$ cat src/rtl/disp_pkg.sv
// Shared types and constants for the two-digit multiplexed 7-segment scanner.
package disp_pkg;

  typedef enum logic [1:0] {
    DIG_L   = 2'd0,
    BLANK_L = 2'd1,
    DIG_R   = 2'd2,
    BLANK_R = 2'd3
  } disp_state_e;

  localparam logic [6:0] SEG_BLANK = 7'b0000000;
  localparam logic [1:0] DIG_NONE  = 2'b00;
  localparam logic [1:0] DIG_LEFT  = 2'b10;
  localparam logic [1:0] DIG_RIGHT = 2'b01;

  function automatic disp_state_e next_state(input disp_state_e s);
    case (s)
      DIG_L:   return BLANK_L;
      BLANK_L: return DIG_R;
      DIG_R:   return BLANK_R;
      default: return DIG_L;
    endcase
  endfunction

endpackage

$ cat src/rtl/disp_stab_filter.sv
// Stability filter: a pattern becomes pending only after it has been held
// unchanged for STABLE_CYC+1 edges and differs from what is on display.
module disp_stab_filter
  import disp_pkg::*;
#(
  parameter int STABLE_CYC = 4
) (
  input  logic        clk,
  input  logic        rst_n,
  input  logic [13:0] disp_in,
  input  logic [13:0] shadow,
  output logic        pending,
  output logic [13:0] cand
);

  localparam int CW = $clog2(STABLE_CYC + 1);
  localparam logic [CW-1:0] STAB_MAX = CW'(STABLE_CYC);

  logic [13:0]   cand_q, cand_d;
  logic [CW-1:0] stab_cnt_q, stab_cnt_d;

  always_comb begin
    cand_d     = cand_q;
    stab_cnt_d = stab_cnt_q;
    if (disp_in != cand_q) begin
      cand_d     = disp_in;
      stab_cnt_d = '0;
    end else if (stab_cnt_q != STAB_MAX) begin
      stab_cnt_d = stab_cnt_q + 1'b1;
    end
  end

  always_ff @(posedge clk) begin
    if (!rst_n) begin
      cand_q     <= '0;
      stab_cnt_q <= '0;
    end else begin
      cand_q     <= cand_d;
      stab_cnt_q <= stab_cnt_d;
    end
  end

  assign pending = (stab_cnt_q == STAB_MAX) && (cand_q != shadow);
  assign cand    = cand_q;

endmodule

$ cat src/rtl/disp_scan_2dig.sv
// Time-multiplexes a two-digit 7-segment pattern onto one shared bus with
// blanking dead-time; the displayed pattern only changes at frame start.
module disp_scan_2dig
  import disp_pkg::*;
#(
  parameter int SCAN_DIV   = 1000,
  parameter int BLANK_CYC  = 16,
  parameter int STABLE_CYC = 4
) (
  input  logic        CLK_in,
  input  logic        RST_n_in,
  input  logic [13:0] Disp_in,
  input  logic        En_in,
  output logic [6:0]  Seg_out,
  output logic [1:0]  Dig_out,
  output logic        Upd_out
);

  localparam int CNT_MAX = (SCAN_DIV > BLANK_CYC) ? SCAN_DIV : BLANK_CYC;
  localparam int CNT_W   = (CNT_MAX > 1) ? $clog2(CNT_MAX) : 1;
  localparam logic [CNT_W-1:0] SCAN_LAST  = CNT_W'(SCAN_DIV - 1);
  localparam logic [CNT_W-1:0] BLANK_LAST = CNT_W'(BLANK_CYC - 1);

  disp_state_e      state_q, state_d;
  logic [CNT_W-1:0] cnt_q, cnt_d, state_last;
  logic [13:0]      shadow_q, shadow_d;
  logic [6:0]       seg_q, seg_d;
  logic [1:0]       dig_q, dig_d;
  logic             upd_q, upd_d;
  logic             pending;
  logic [13:0]      cand;

  disp_stab_filter #(
    .STABLE_CYC(STABLE_CYC)
  ) u_filter (
    .clk    (CLK_in),
    .rst_n  (RST_n_in),
    .disp_in(Disp_in),
    .shadow (shadow_q),
    .pending(pending),
    .cand   (cand)
  );

  // Outputs are derived from the next state so they are valid in a state's first cycle.
  always_comb begin
    state_d    = state_q;
    cnt_d      = cnt_q;
    shadow_d   = shadow_q;
    upd_d      = 1'b0;
    seg_d      = SEG_BLANK;
    dig_d      = DIG_NONE;
    state_last = ((state_q == DIG_L) || (state_q == DIG_R)) ? SCAN_LAST : BLANK_LAST;

    if (!En_in) begin
      state_d = BLANK_R;
      cnt_d   = '0;
    end else if (cnt_q == state_last) begin
      state_d = next_state(state_q);
      cnt_d   = '0;
      if ((state_q == BLANK_R) && pending) begin
        shadow_d = cand;
        upd_d    = 1'b1;
      end
    end else begin
      cnt_d = cnt_q + 1'b1;
    end

    case (state_d)
      DIG_L: begin
        seg_d = shadow_d[13:7];
        dig_d = DIG_LEFT;
      end
      DIG_R: begin
        seg_d = shadow_d[6:0];
        dig_d = DIG_RIGHT;
      end
      default: begin
        seg_d = SEG_BLANK;
        dig_d = DIG_NONE;
      end
    endcase
  end

  always_ff @(posedge CLK_in) begin
    if (!RST_n_in) begin
      state_q  <= BLANK_R;
      cnt_q    <= '0;
      shadow_q <= '0;
      seg_q    <= SEG_BLANK;
      dig_q    <= DIG_NONE;
      upd_q    <= 1'b0;
    end else begin
      state_q  <= state_d;
      cnt_q    <= cnt_d;
      shadow_q <= shadow_d;
      seg_q    <= seg_d;
      dig_q    <= dig_d;
      upd_q    <= upd_d;
    end
  end

  assign Seg_out = seg_q;
  assign Dig_out = dig_q;
  assign Upd_out = upd_q;

endmodule
$ cat config.mk
export PLATFORM = sky130hd
export DESIGN_NAME = disp_scan_2dig
export DESIGN_NICKNAME = d
export VERILOG_FILES = /design/src/rtl/disp_pkg.sv /design/src/rtl/disp_stab_filter.sv /design/src/rtl/disp_scan_2dig.sv
export SDC_FILE = /design/constraint.sdc
export NUM_CORES = 1
export LEC_CHECK = 0
export CELL_PAD_IN_SITES_DETAIL_PLACEMENT = 1
export CELL_PAD_IN_SITES_GLOBAL_PLACEMENT = 1
export CORE_MARGIN = 1.5
export CORE_UTILIZATION = 46
export DETAILED_ROUTE_END_ITERATION = 10
export GPL_ROUTABILITY_DRIVEN = 1
export PLACE_DENSITY = 0.88
export SLEW_MARGIN = 20
export SYNTH_ARGS = -nofsm -noshare
export SYNTH_HDL_FRONTEND = slang
export SYNTH_SLANG_ARGS = --single-unit
export TNS_END_PERCENT = 1
$ cat constraint.sdc
create_clock -name CLK_in -period 3.16 [get_ports CLK_in]
set_input_delay 0.474 -clock CLK_in [delete_from_list [all_inputs] [get_ports CLK_in]]
set_output_delay 0.474 -clock CLK_in [all_outputs]
set_load 0.05 [all_outputs]
* Yosys cells after proc, flatten, opt, wreduce, memory -nomap -nowiden
Cells that the tools add are included.
Storage, ports and cells: flip-flop bits (word level) 53, bits of input ports 17, logic and storage cells 39
Operators by class: add/sub/neg operators 2, eq/ne operators 9, multiplexer cells 10, bitwise gates (word level) 2, reduce and logical (&&, ||, !) cells 8
Operators by type and width (count):
- $mux W14 | 3
- $ne A14 B14 Y1 | 2
- $pmux W7 S2 | 1
- $add A10 B1 Y10 const B | 1
- $eq A10 B10 Y1 | 1
- $mux W10 | 1
- $eq A2 B2 Y1 const B | 3
- $pmux W2 S3 | 1
- $logic_not A2 Y1 | 2
- $mux W2 | 2
- $pmux W2 S2 | 1
- $add A3 B1 Y3 const B | 1
- $eq A3 B3 Y1 const B | 1
- $ne A3 B3 Y1 const B | 1
- $reduce_and A3 Y1 | 1
- $reduce_or A3 Y1 | 1
- $eq A2 B1 Y1 const B | 1
- $logic_and A1 B1 Y1 | 2
- $not A1 Y1 | 2
- $reduce_or A2 Y1 | 1
- $logic_or A1 B1 Y1 | 1
- $mux W1 | 1

* Logic depth before layout (Yosys ltp)
depth after elaboration 8, depth in mapped cells 10, depth with buffers taken out 8

* Cells and area by module
From an unflattened synthesis, not the netlist that was laid out.
Unflattened totals: cells, all modules 226, area, all modules 2268.4 um2
By module, submodules not included:
- disp_scan_2dig | times used 1, cells an instance 144, area each 1438.9 um2
- disp_stab_filter | times used 1, cells an instance 82, area each 829.5 um2

* Least setup slack after synthesis
No wires, ideal clock.
kind register -> register, from register state_q[0], to register seg_q[4] (netlist: Seg_out[4]), library setup time 0.136 ns, arrival time 1.919 ns, required time 3.024 ns, setup slack 1.105 ns, cell stages (with the launch flop) 11, clock period less this slack 2.055 ns, cell sequence dfxtp_1 > inv_1 > ha_1 > nor2_1 > xnor2_1 > nor4_2 > and2_1 > buf_6 > buf_12 > mux2i_1 > o22ai_1
On the way: word-level cells in the longest chain between the ends 8, elaborated cells between the ends (all ways) 17, those cells by class 5 x eq/ne; 8 x mux; 4 x reduce/logical
RTL lines:
- from (decl) | RTL line disp_scan_2dig.sv:24 | disp_state_e state_q, state_d;
- from (signal assigned) | RTL line disp_scan_2dig.sv:93 | state_q <= state_d;
- $eq A2 B2 Y1 / $logic_not A2 Y1 (equally long branches) | RTL line disp_pkg.sv:17, disp_scan_2dig.sv:52
- $logic_or A1 B1 Y1 | RTL line disp_scan_2dig.sv:52 | state_last = ((state_q == DIG_L) || (state_q == DIG_R)) ? SCAN_LAST : BLANK_LAST;
- $mux W10 | RTL line disp_scan_2dig.sv:52
- $eq A10 B10 Y1 | RTL line disp_scan_2dig.sv:57 | end else if (cnt_q == state_last) begin
- $mux W2 | RTL line disp_scan_2dig.sv:57
- $mux W2 | RTL line disp_scan_2dig.sv:54 | if (!En_in) begin
- $eq A2 B2 Y1 / $logic_not A2 Y1 (equally long branches) | RTL line disp_scan_2dig.sv:68 | case (state_d)
- $pmux W7 S2 * | RTL line disp_scan_2dig.sv:68
- to (signal assigned) | RTL line disp_scan_2dig.sv:96 | seg_q <= seg_d;
- to (decl) | RTL line disp_scan_2dig.sv:27 | logic [6:0] seg_q, seg_d;
Mark *: on every way between the ends. The rest lies on a longest branch, timed or not. A chain may end at the register's enable or synchronous reset.

* Final worst setup path
from register state_q[0], to register seg_q[6] (netlist: Seg_out[6])
Same word-level chain as after synthesis.

==> flow_summary.ini <==
[run_status]
status = complete, no violations

[placement]
gp_congestion = 0.724
hpwl_mm = 3.45
place_inst = 309
port_buffers = 26

[logic_synthesis]
synth_xor_area_share_pct = 14.7
synthAdderAreaFrac_pct = 3.31
synth_area_um2 = 2260
seq_area_frac_synth_pct = 46.9
yosys-mux-area-fraction_pct = 6.19
synth_top_family_by_area = simple AND/OR/NAND/NOR gates
synth.avg_cell_area_um2 = 10.3
ys_seq_elements = 53
synth_edf_count = 0
synthArstFlopShare_pct = 0
synth_compound_area_share_pct = 4.70
ys_types = 35
syn-num-nets = 243
synthSimpleGateAreaFrac_pct = 21.0
synth_warnings = 0
synth_cells = 220
synth_top_flop_cell = dfxtp_1

[clock_tree]
cts_resized = 0
cts_hold_buf = 0
clkLatencyLatePin_ns = 0.30
clk_pin_slew_ns = 0.09
cts.sinks = 53
cts_setup_buffers = 0
cts_inserted_buffers = 5
cts_max_level = 2
cts_tree = done
root_buffer = clkbuf_8
cts_buffer_depth = 2

[drt]
detail-route-antenna-nets = 0
drtIter0Drc = 69
wire_per_inst_um = 15.3
via_per_inst = 5.00
drc_errors = 0
drt-total-wl_mm = 4.84
vias = 1585
dr.pass1.iters = 4

[global_routing]
grt_overflow_total = 0
grt_max_degree = 30
grt_pass1_wl_mm = 8.01
grt_pass1_vias = 1613
antenna_found_initial = 0
track_usage_pct = 19.9

[die]
die_w_um = 73.2
fp.dieH_um = 73.2
ios = 27
start_util_pct = 47.9
rows = 25
fp.dieArea_um2 = 5350
core_um2 = 4720

[job]
maxCapViolCount = 0

[critical_path]
startpoint_type = flop
arrival_ns = 2.89
worstSetupPathType = flop to flop
worstPathRequired_ns = 3.33
critPathCaptureType = flop
worstPathMaxFanout = 8

[finish]
drive_above_1_share_pct = 6.00
final_util_pct = 56.3
instances_no_fill = 317
syn2layout_area_growth_pct = 17.3
nFillCells = 537
n_antenna_cell = 0
fin_nets = 272

[pwr]
powerDensity_nw_per_um2 = 426
ir_worst_vdd_v = 0.000212
p_leak_uw = 0.000987

[timing]
min_period_over_period_pct = 86.3
hold_viol_final = 0
slew_violations = 0
max_slew.worst_pin.slew_ns = 0.694
rsz0062_at_grt = no
setup_viol = 0
period_needed_ns = 2.73
timing.hold.ws_ns = 0.465
fin_setup_tns_ns = 0
skew_ns = 0.00726
fmax_mhz = 367
relSlewSlack_pct = 53.3

[min_path]
hp-class = flop to flop
==> critical path, cell delays in order (launching register included) <==
cell and delay, ns:
dfxtp_1 0.44, inv_1 0.09, ha_1 0.20, nor2_1 0.24, xnor2_1 0.17, nor4_2 0.30
and2_1 0.41, buf_4 0.28, mux2i_1 0.35, o22ai_1 0.11
==> cells in the final DEF (no fill, tap or decap), types with 2 or more instances in the layout <==
cell and instances:
clkdlybuf4s50_1 26, ha_1 6, buf_4 2, xor2_1 19, clkbuf_8 5, mux2i_1 14
nor4_1 4, nor2b_1 14, nand2_1 7, and2_1 16, o22ai_1 7, xnor2_1 19
nor2_1 15, clkbuf_1 3, o21bai_2 2, and3_1 2, inv_1 5, nor3_1 2
inv_2 2, nand3_1 8, nand4_1 5, dfxtp_1 53
==> kinds of logic (layout without fill, tap and decap cells) <==
family | Yosys count | after routing
flip-flops | 53 | 53
buffers and inverters | 13 | 43
adder cells (fa/ha/maj) | 6 | 6
AND/OR/NAND/NOR | 82 | 82
XOR/XNOR | 38 | 38
AO/OA/AOI/OAI | 14 | 14
multiplexers | 14 | 14
==> synth_stat cells (4+ instances only) <==
library cell | number | area [um2]
inv_1 | 5 | 18.8
mux2i_1 | 14 | 140
xnor2_1 | 19 | 166
o22ai_1 | 7 | 43.8
dfxtp_1 | 53 | 1060
ha_1 | 6 | 75.1
xor2_1 | 19 | 166
nor4_1 | 4 | 25.0
clkbuf_1 | 4 | 15.0
nor2b_1 | 14 | 87.6
nand4_1 | 5 | 31.3
nor2_1 | 15 | 56.3
nand2_1 | 7 | 26.3
and2_1 | 16 | 100
nand3_1 | 8 | 40.0
==> final timing paths <==
check / start / endpoint / slack (ns) / depth (start not counted)
setup / recovery: state_q[0] / Seg_out[6] / 0.43 / 9
hold reg to reg: cnt_q[0] / cnt_q[0] / 0.46 / 1
setup reg to reg: state_q[0] / Seg_out[6] / 0.43 / 9
hold / removal: cnt_q[0] / cnt_q[0] / 0.46 / 1
==> final cells by class <==
| cell class | count | area (um2) | share of cell area (%) |
|---|---|---|---|
| clock buffer | 8 | 80.1 | 3.01 |
| inverter | 7 | 26.3 | 0.989 |
| multi-input combinational | 154 | 1130 | 42.6 |
| sequential | 53 | 1060 | 39.9 |
| tap | 67 | 83.8 | 3.15 |
| timing repair buffer | 28 | 275 | 10.4 |
==> stage by stage <==
step                      power (uW)  worst slack (ns)  area (um2)
after floorplan                  744              1.11        2260
after global placement           779             0.717        2580
after detailed placement         781             0.516        2580
after CTS                       1150             0.433        2660
after global routing            1180             0.160        2660
final                           1130             0.433        2660
==> per-layer routing <==
metal / routed length (um) / vias up / GRT usage (%)
li1: - / 794 / -
met5: 0 / - / 0
met2: 2460 / 25 / 34.1
met1: 2160 / 756 / 23.6
met3: 121 / 10 / 4.97
met4: 108 / 0 / 7.76
==> sequential cells by signal, summed over array words and instances, names as in the netlist <==
name                 flops
shadow_q                14
u_filter.cand           14
cnt_q                   10
Seg_out                  7
u_filter.stab_cnt_q      3
Dig_out                  2
state_q                  2
Upd_out                  1
==> power by group <==
group	switching [uW]	leakage, uW	internal (uW)	total [uW]
sequential	12.5	0.000431	678	691
clock	209	0.0000395	158	367
combinational	29.3	0.000517	44.9	74.2
total	251	0.000987	881	1130
Note: power is estimated with default switching activity, not from simulation.
